## src/rtl/instr_prefetch_queue_pkg.sv

```systemverilog
// Constants and entry layout shared by the prefetch queue, the core and the memory models.
package instr_prefetch_queue_pkg;

    localparam logic [31:0] RESET_PC_DEFAULT = 32'h0000_0000;
    localparam int          WORD_W           = 32;
    localparam int          ENTRY_W          = 2 * WORD_W;

    typedef struct packed {
        logic [WORD_W-1:0] word;
        logic [WORD_W-1:0] pc;
    } entry_t;

endpackage

```

## src/rtl/instr_prefetch_queue_sync_fifo.sv

```systemverilog
// Synchronous FIFO with registered pointers and occupancy count; flush empties it in one cycle.
module sync_fifo #(
    parameter  int WIDTH = 32,
    parameter  int DEPTH = 4,
    localparam int AW    = $clog2(DEPTH),
    localparam int CW    = $clog2(DEPTH + 1)
) (
    input  logic             clock,
    input  logic             reset_n,
    input  logic             flush_i,
    input  logic             push_i,
    input  logic [WIDTH-1:0] push_data_i,
    input  logic             pop_i,
    output logic [WIDTH-1:0] head_o,
    output logic             empty_o,
    output logic             full_o,
    output logic [CW-1:0]    count_o
);

    logic [WIDTH-1:0] mem_q [DEPTH];
    logic [AW-1:0]    rd_ptr_q, rd_ptr_d;
    logic [AW-1:0]    wr_ptr_q, wr_ptr_d;
    logic [CW-1:0]    count_q, count_d;
    logic             do_push, do_pop;

    // A push into a full FIFO is allowed when the head leaves in the same cycle.
    assign do_pop  = pop_i & ~empty_o;
    assign do_push = push_i & (~full_o | do_pop);
    assign empty_o = (count_q == '0);
    assign full_o  = (count_q == CW'(DEPTH));
    assign head_o  = mem_q[rd_ptr_q];
    assign count_o = count_q;

    always_comb begin
        rd_ptr_d = rd_ptr_q;
        wr_ptr_d = wr_ptr_q;
        count_d  = count_q;
        if (flush_i) begin
            rd_ptr_d = '0;
            wr_ptr_d = '0;
            count_d  = '0;
        end else begin
            if (do_push) wr_ptr_d = wr_ptr_q + AW'(1);
            if (do_pop)  rd_ptr_d = rd_ptr_q + AW'(1);
            count_d = count_q + CW'(do_push) - CW'(do_pop);
        end
    end

    always_ff @(posedge clock) begin
        if (!reset_n) begin
            rd_ptr_q <= '0;
            wr_ptr_q <= '0;
            count_q  <= '0;
        end else begin
            rd_ptr_q <= rd_ptr_d;
            wr_ptr_q <= wr_ptr_d;
            count_q  <= count_d;
        end
    end

    always_ff @(posedge clock) begin
        if (do_push && !flush_i) mem_q[wr_ptr_q] <= push_data_i;
    end

endmodule

```

## src/rtl/instr_prefetch_queue.sv

```systemverilog
// Instruction prefetch: issues sequential word fetches, buffers in-order responses and
// hands them to the core; a redirect flushes the queue and discards in-flight responses.
module instr_prefetch_queue
    import instr_prefetch_queue_pkg::*;
#(
    parameter int          DEPTH    = 4,
    parameter logic [31:0] RESET_PC = RESET_PC_DEFAULT
) (
    input  logic        clock,
    input  logic        reset_n,
    output logic        mem_req,
    output logic [31:0] mem_addr,
    input  logic        mem_ready,
    input  logic        mem_rvalid,
    input  logic [31:0] mem_rdata,
    output logic        ins_valid,
    output logic [31:0] instruction,
    output logic [31:0] ins_pc,
    input  logic        ins_ready,
    input  logic        redirect,
    input  logic [31:0] redirect_pc
);

    localparam int OW  = $clog2(2 * DEPTH);
    localparam int OW1 = OW + 1;
    localparam int CW  = $clog2(DEPTH + 1);

    logic [31:0]   fetch_pc_q, fetch_pc_d;
    logic [OW-1:0] outstanding_q, outstanding_d;
    logic [OW-1:0] discard_q, discard_d;
    logic          run_q;

    logic [OW-1:0] live;
    logic [OW:0]   occupancy;
    logic          accept, resp_keep, pop;

    entry_t        q_head, q_push;
    logic          q_empty, q_full;
    logic [CW-1:0] q_count;
    logic [31:0]   req_pc;
    logic          pc_empty, pc_full;
    logic [CW-1:0] pc_count;

    // Live requests plus buffered words must fit the queue so every kept response has a slot.
    assign live      = outstanding_q - discard_q;
    assign occupancy = OW1'(q_count) + OW1'(live);
    assign mem_req   = run_q & ~redirect & (occupancy < OW1'(DEPTH))
                     & (outstanding_q < OW'(2 * DEPTH - 1));
    assign mem_addr  = fetch_pc_q;
    assign accept    = mem_req & mem_ready;
    assign resp_keep = mem_rvalid & ~redirect & (discard_q == '0);
    assign pop       = ins_valid & ins_ready & ~redirect;

    assign q_push.word = mem_rdata;
    assign q_push.pc   = req_pc;
    assign ins_valid   = ~q_empty;
    assign instruction = q_head.word;
    assign ins_pc      = q_head.pc;

    always_comb begin
        fetch_pc_d    = fetch_pc_q;
        outstanding_d = outstanding_q;
        discard_d     = discard_q;
        if (redirect) begin
            fetch_pc_d    = redirect_pc;
            outstanding_d = outstanding_q - OW'(mem_rvalid);
            discard_d     = outstanding_q - OW'(mem_rvalid);
        end else begin
            if (accept) fetch_pc_d = fetch_pc_q + 32'd1;
            outstanding_d = outstanding_q + OW'(accept) - OW'(mem_rvalid);
            if (mem_rvalid && discard_q != '0) discard_d = discard_q - OW'(1);
        end
    end

    always_ff @(posedge clock) begin
        if (!reset_n) begin
            fetch_pc_q    <= RESET_PC;
            outstanding_q <= '0;
            discard_q     <= '0;
            run_q         <= 1'b0;
        end else begin
            fetch_pc_q    <= fetch_pc_d;
            outstanding_q <= outstanding_d;
            discard_q     <= discard_d;
            run_q         <= 1'b1;
        end
    end

    sync_fifo #(.WIDTH(ENTRY_W), .DEPTH(DEPTH)) u_ins_queue (
        .clock       (clock),
        .reset_n     (reset_n),
        .flush_i     (redirect),
        .push_i      (resp_keep),
        .push_data_i (q_push),
        .pop_i       (pop),
        .head_o      (q_head),
        .empty_o     (q_empty),
        .full_o      (q_full),
        .count_o     (q_count)
    );

    // Holds only the addresses of live requests; stale ones are dropped by the flush.
    sync_fifo #(.WIDTH(WORD_W), .DEPTH(DEPTH)) u_req_pc (
        .clock       (clock),
        .reset_n     (reset_n),
        .flush_i     (redirect),
        .push_i      (accept),
        .push_data_i (fetch_pc_q),
        .pop_i       (resp_keep),
        .head_o      (req_pc),
        .empty_o     (pc_empty),
        .full_o      (pc_full),
        .count_o     (pc_count)
    );

    a_no_orphan_resp: assert property (@(posedge clock) disable iff (!reset_n)
        mem_rvalid |-> (outstanding_q != '0));
    a_pc_tracks_live: assert property (@(posedge clock) disable iff (!reset_n)
        OW'(pc_count) == live);
    a_pc_not_empty:   assert property (@(posedge clock) disable iff (!reset_n)
        resp_keep |-> !pc_empty);
    a_pc_not_full:    assert property (@(posedge clock) disable iff (!reset_n)
        accept |-> !pc_full);
    a_queue_room:     assert property (@(posedge clock) disable iff (!reset_n)
        resp_keep |-> (!q_full || pop));

endmodule

```

## config.mk

```make
export PLATFORM = sky130hd
export DESIGN_NAME = instr_prefetch_queue
export DESIGN_NICKNAME = d
export VERILOG_FILES = /design/src/rtl/instr_prefetch_queue_pkg.sv /design/src/rtl/instr_prefetch_queue_sync_fifo.sv /design/src/rtl/instr_prefetch_queue.sv
export SDC_FILE = /design/constraint.sdc
export NUM_CORES = 1
export LEC_CHECK = 0
export ABC_CLOCK_PERIOD_IN_PS = 5650
export CORE_ASPECT_RATIO = 0.6
export CORE_MARGIN = 4
export CORE_UTILIZATION = 59
export DETAILED_ROUTE_END_ITERATION = 10
export PLACE_DENSITY = 0.85
export SYNTH_ARGS = -nofsm -noshare
export SYNTH_HDL_FRONTEND = slang
export SYNTH_SLANG_ARGS = --single-unit
```

## constraint.sdc

```tcl
create_clock -name clock -period 5.65 [get_ports clock]
set_input_delay 0.565 -clock clock [delete_from_list [all_inputs] [get_ports clock]]
set_output_delay 0.565 -clock clock [all_outputs]
set_load 0.005 [all_outputs]
```

## After elaboration in Yosys (flattened, before gate mapping)

Memory sizes are Yosys's and may differ from the RTL's. A register that Yosys moved wholly into a read port is not among the register bits.
Index checks and enable logic that the tools add are counted.

- Add/sub/neg operators: 15
- Magnitude comparators: 2
- Eq/ne operators: 2
- Multiplexer cells: 14
- Bitwise gates (word level): 20
- Reductions and logical operators: 11

Operators with widths:

| operator | number |
|---|---|
| $mux 32 | 2 |
| $add 32x1->32 const B | 1 |
| $and 1x1->1 | 12 |
| $sub 3x1->3 | 4 |
| $add 3x1->3 | 3 |
| $logic_not 3->1 | 3 |
| $mux 3 | 3 |
| $add 2x1->2 const B | 4 |
| $mux 2 | 4 |
| $eq 3x3->1 const B | 2 |
| $not 1->1 | 6 |
| $mux 1 | 5 |
| $add 3x3->4 | 1 |
| $lt 4x3->1 const B | 1 |
| $reduce_bool 2->1 | 2 |
| $logic_and 1x1->1 | 3 |
| $lt 3x3->1 const B | 1 |
| $reduce_bool 3->1 | 1 |
| $sub 3x1->3 const B | 1 |
| $sub 3x3->3 | 1 |
| $or 1x1->1 | 2 |
| $reduce_or 2->1 | 1 |
| $logic_not 1->1 | 1 |

- Register bits: 53
- RAM bits: 384
- Bits of input ports: 70
- Output and inout bits: 98
- Memories: 2

Memories:

| memory | words | bits a word | read ports | clocked after Yosys merged registers in | write ports | RTL line | RTL |
|---|---|---|---|---|---|---|---|
| u_ins_queue.mem_q | 4 | 64 | 1 | 1 | 1 | instr_prefetch_queue_sync_fifo.sv:20 | `logic [WIDTH-1:0] mem_q [DEPTH];` |
| u_req_pc.mem_q | 4 | 32 | 1 | 1 | 1 | instr_prefetch_queue_sync_fifo.sv:20 |  |

## Logic depth before layout (Yosys ltp)

- Depth in word-level cells: 10
- Mapped depth: 19
- Gate-level depth less buffers: 18

## Modules after synthesis

A second synthesis with hierarchy kept.

- Cell total of the unflattened synthesis: 911
- Area, all modules: 17,244.0 µm²

Modules (own cells, without submodules):

| module | instances | cells each | area each (µm²) | sequential area each (µm²) |
|---|---|---|---|---|
| sync_fifo at u_ins_queue | 1 | 386 | 9,734.3 | 7,867.5 |
| sync_fifo at u_req_pc | 1 | 219 | 5,112.4 | 4,023.9 |
| instr_prefetch_queue | 1 | 306 | 2,397.3 | 780.7 |

## Worst setup path after synthesis

No wires, ideal clock.

- Kind: register to register
- Start: register outstanding_q[0]
- End: memory u_req_pc.mem_q[0][0] (enable)
- Data arrival time: 3,166 ps
- Data required time: 5,258 ps
- Slack: 2,092 ps
- Cell stages (with the launch flop): 12
- Period minus slack after synthesis: 3,558 ps
- Cell sequence: dfxtp_1 inv_1 ha_1 inv_1 fa_1 xnor2_1 xnor2_1 ha_1 nor3_2 nand4_2 a311oi_2 and2_1

- Cells in the longest elaborated chain, start to end: 10

RTL lines:

| what | RTL line | RTL |
|---|---|---|
| start: declaration | instr_prefetch_queue.sv:29 | `logic [OW-1:0] outstanding_q, outstanding_d;` |
| start signal: assignment | instr_prefetch_queue.sv:83 | `outstanding_q <= outstanding_d;` |
| $sub 3x3->3 | instr_prefetch_queue.sv:45 | `assign live = outstanding_q - discard_q;` |
| $add 3x3->4 | instr_prefetch_queue.sv:46 | `assign occupancy = OW1'(q_count) + OW1'(live);` |
| $lt 4x3->1 | instr_prefetch_queue.sv:47 | `assign mem_req = run_q & ~redirect & (occupancy < OW1'(DEPTH))` |
| $and 1x1->1 | instr_prefetch_queue.sv:47 |  |
| $and 1x1->1 * | instr_prefetch_queue.sv:48 | `& (outstanding_q < OW'(2 * DEPTH - 1));` |
| $and 1x1->1 * | instr_prefetch_queue.sv:50 | `assign accept = mem_req & mem_ready;` |
| $and 1x1->1 * | instr_prefetch_queue_sync_fifo.sv:28 | `assign do_push = push_i & (~full_o \| do_pop);` |
| $logic_and 1x1->1 * | instr_prefetch_queue_sync_fifo.sv:62 | `if (do_push && !flush_i) mem_q[wr_ptr_q] <= push_data_i;` |
| $mux 1 * | instr_prefetch_queue_sync_fifo.sv:62 |  |
| $mux 1 (implied by the code) * | instr_prefetch_queue_sync_fifo.sv:62 |  |
| end: declaration | instr_prefetch_queue_sync_fifo.sv:20 |  |

Mark *: on every way between the ends. The rest lies on a longest branch, timed or not.

## Worst setup path after layout

- Start: register outstanding_q[0]
- End: register outstanding_q[2]

- Cells in the longest elaborated chain, start to end: 9

RTL lines:

| what | RTL line | RTL |
|---|---|---|
| $sub 3x3->3 | instr_prefetch_queue.sv:45 |  |
| $add 3x3->4 | instr_prefetch_queue.sv:46 |  |
| $lt 4x3->1 | instr_prefetch_queue.sv:47 |  |
| $and 1x1->1 | instr_prefetch_queue.sv:47 |  |
| $and 1x1->1 | instr_prefetch_queue.sv:48 |  |
| $and 1x1->1 | instr_prefetch_queue.sv:50 |  |
| $add 3x1->3 | instr_prefetch_queue.sv:70 | `outstanding_d = outstanding_q + OW'(accept) - OW'(mem_rvalid);` |
| $sub 3x1->3 | instr_prefetch_queue.sv:70 |  |
| $mux 3 * | instr_prefetch_queue.sv:64 | `if (redirect) begin` |

Marks and branches as above.
A chain may end at the register's enable or synchronous reset.

==> flow_summary.yaml <==
finish:
  multi_input_area_mm2: 0.00429
  num_antenna_cells: 0
  postLayoutCellArea_mm2: 0.0206
  drive_above_1_share: 0.165
  fin_cells: 1500
  ff_latch_area_mm2: 0.0127
  num-nets-final: 1192
  syn_to_final_growth_pct: 19.3
  fillers: 1726
timing:
  clock_skew_ps: 24.9
  worst_pin_slew_ps: 1060
  relSlewSlack: 0.290
  layout_min_cycle_time_ps: 4460
  grt_setup_unrepaired: "no"
  tns_ps: 0
  slew_violations: 0
  max_freq_mhz: 224
  setup_viol: 0
  hold_viol: 0
  period_share: 0.790
synthesis:
  synth.top_cell.area_share: 0.669
  syn_area_per_cell_um2: 18.9
  synth-seq-cells: 441
  yosys_warnings: 0
  yosys.area_share.simple: 0.0544
  muxShareOfSynthArea: 0.128
  synth_nets: 1008
  synth_compound_area_frac: 0.0349
  syn_inst: 911
  synthAdderAreaFrac: 0.0213
  syn-cell-area_mm2: 0.0172
  synth_edf_count: 384
  synth-xor-area-share: 0.00965
  synthFlopType: "edfxtp_1"
  synthArstFlopShare: 0
  synth_top_family_by_area: "multiplexers"
  synthTopCellsByArea: "edfxtp_1, mux4_2, dfxtp_1"
  synth_top_cell_by_area: "edfxtp_1"
  ys_seq_area_frac: 0.735
  synth.distinct_cells: 59
clocking:
  cts_root_buf: "clkbuf_16"
  hold_buffers: 0
  cts_buffers: 39
  clock_sink_count: 441
  post_cts_resized: 0
  clock_latency_ps: 540
  clockBufferDepth: 3
  post-cts-setup-buffer-count: 0
  cts_max_level: 2
  tritoncts: "done"
  clk_pin_slew_ps: 60
grt:
  grt_overflow: 0
  antenna_found_initial: 1
  grt_use_total: 0.252
  grt_start_max_net_pins: 51
  grt_pass1_wl_um: 60800
  grt_pass1_vias: 9619
routing:
  drcViolationCount: 0
  met1Wirelength_um: 16800
  highest_layer: "met4"
  antenna_left: 0
  first_pass_iters: 5
  met2_length_um: 18300
  via_per_inst: 6.29
  routed_wl_um: 39800
  routed-wl-met3_um: 3490
  initialDrtViolationCount: 1116
  wl_per_cell_um: 26.6
  vias: 9440
floorplan:
  die_area_mm2: 0.0321
  core_area_mm2: 0.0288
  fp.dieW_um: 229
  die_h_um: 140
  ios: 168
  fp-row-count: 48
  start_util: 0.599
placement:
  dp.cells: 1429
  io_buffer_count: 167
  gp_congestion: 0.928
  dp_hpwl_um: 24200
  dpl_cell_area_mm2: 0.0193
setup_path:
  ff2ff_setup_slack_ps: 1190
  cpLargestDelayFamily: "adder cells"
  critPathArrivalTime_ps: 4910
  critical_path_buf_inv_count: 4
  crit_fanout: 15
  max_stage_delay_ps: 470
  cp-end-kind: "flip-flop"
  crit_required_ps: 6090
  cpMaxStageDelayCell: "nor2_4"
  crit_type: "flip-flop to flip-flop"
  reg2reg_to: "outstanding_q[2]$_SDFF_PN0_"
  crit_chain: "inv_1 > ha_1 > inv_1 > fa_1 > xnor2_1 > xnor2_1 > ha_1 > nor3_2 > nand4_2 > nor2_4 > inv_1 > ha_1 > inv_1 > ha_1 > fa_1 > xnor2_1 > nand2_1 > a21oi_1"
  startpoint_type: "flip-flop"
  r2r_cells: 18
  cp_num_cells: 18
  r2r-start: "outstanding_q[0]$_SDFF_PN0_"
hold_path:
  hold_start: "u_ins_queue.rd_ptr_q[1]$_SDFFE_PP0P_"
  hold_class: "flip-flop to flip-flop"
  hold_depth: 2
power_and_ir_drop:
  p_leak_nw: 6.58
  power_mw: 6.69
  peakVddDrop_uv: 228
  power_density_mw_per_mm2: 325
run:
  max_cap_viol_count: 0
outcome:
  status: "complete, no violations"
==> synth_stat cells, types with 2 or more instances <==
cell type	count
a311oi_1	3
nor2b_1	2
nor3_1	10
o21a_1	6
fa_1	4
buf_2	11
o21ai_0	16
nor4_1	4
xor2_1	5
a211oi_1	5
a31oi_1	15
edfxtp_1	384
a32oi_1	2
or4_1	5
and3_1	11
nand3_2	2
or3_1	8
a21oi_1	19
a32o_1	2
ha_1	23
o211ai_1	7
inv_1	33
clkbuf_1	24
buf_1	4
nor4_4	3
mux4_2	96
o31ai_1	2
a22oi_1	2
o31a_1	3
nand4_2	2
nand2_1	38
xnor2_1	14
nand4_1	6
dfxtp_1	57
and2_1	14
nor2_1	29
mux2i_1	4
nand3_1	15
==> logic make-up after synthesis <==
kind of cell / count (synthesis)
XOR/XNOR: 19
adder cells (fa/ha/maj): 27
flip-flops: 441
multiplexers: 100
AO/OA/AOI/OAI: 90
buffers and inverters: 73
AND/OR/NAND/NOR: 161
==> layer usage <==
layer / GRT usage / vias to the layer above
met5: 0 / -
met4: 0.0756 / 0
met3: 0.0567 / 76
met2: 0.384 / 472
met1: 0.375 / 4852
li1: - / 4040
==> sequential cells by signal (all words and copies together), names as in the netlist, named ones only <==
register and count:
u_ins_queue.mem_q 256, u_ins_queue.wr_ptr_q 2, discard_q 3, u_ins_queue.rd_ptr_q 2, u_req_pc.wr_ptr_q 2, outstanding_q 3
u_req_pc.rd_ptr_q 2, u_req_pc.mem_q 128, u_ins_queue.count_o 3, run_q 1, u_req_pc.count_o 3, mem_addr 32
==> metrics by stage <==
| step | util | setup slack (ps) | hold slack, ps |
|---|---|---|---|
| final | 0.715 | 1190 | 531 |
| after detailed placement | 0.673 | 1250 | 521 |
| after global placement | 0.673 | 1450 | 510 |
| after CTS | 0.715 | 1260 | 536 |
| after floorplan | - | 2090 | 485 |
| after global routing | 0.715 | 954 | 589 |
==> power by group <==
part | total [mW] | switching (mW) | internal, mW
clock network | 2.54 | 1.12 | 1.42
logic | 0.448 | 0.221 | 0.227
registers | 3.70 | 0.0772 | 3.63
==> worst max-delay path by stage <==
stage / startpoint / slack (ps) / endpoint
2_1_floorplan: outstanding_q[0]$_SDFF_PN0_ / 2090 / u_req_pc.mem_q[0][0]$_DFFE_PP_
3_3_place_gp: outstanding_q[0]$_SDFF_PN0_ / 1450 / outstanding_q[2]$_SDFF_PN0_
3_5_place_dp: outstanding_q[0]$_SDFF_PN0_ / 1250 / outstanding_q[1]$_SDFF_PN0_
4_1_cts: outstanding_q[0]$_SDFF_PN0_ / 1260 / outstanding_q[2]$_SDFF_PN0_
5_1_grt: outstanding_q[0]$_SDFF_PN0_ / 950 / outstanding_q[2]$_SDFF_PN0_
6_report: outstanding_q[0]$_SDFF_PN0_ / 1190 / outstanding_q[2]$_SDFF_PN0_
==> cells in the final DEF, fill, tap and decap left out, types with 12 or more instances in the layout <==
| master | n |
|---|---|
| edfxtp_1 | 384 |
| buf_4 | 15 |
| xnor2_1 | 14 |
| a31oi_1 | 15 |
| a21oi_1 | 19 |
| clkdlybuf4s50_1 | 167 |
| o21ai_0 | 16 |
| dfxtp_1 | 53 |
| nand2_1 | 38 |
| nand3_1 | 15 |
| clkbuf_1 | 12 |
| inv_1 | 33 |
| ha_1 | 23 |
| nor2_1 | 29 |
| clkbuf_16 | 40 |
| mux4_2 | 96 |
==> tightest hold or removal path: cells and delay by family (launching register included) <==
kind | cells | cell delay (ps)
xor+xnor | 1 | 60
flops | 1 | 320
simple gates | 1 | 110
==> layout make-up <==
class                      count  share of cell area
multi-input combinational    397               0.209
tap                          375              0.0228
inverter                      34             0.00621
clock inverter                18             0.00724
clock buffer                  53              0.0515
timing repair buffer         182              0.0868
sequential                   441               0.617
(Power assumes the default switching activity.)
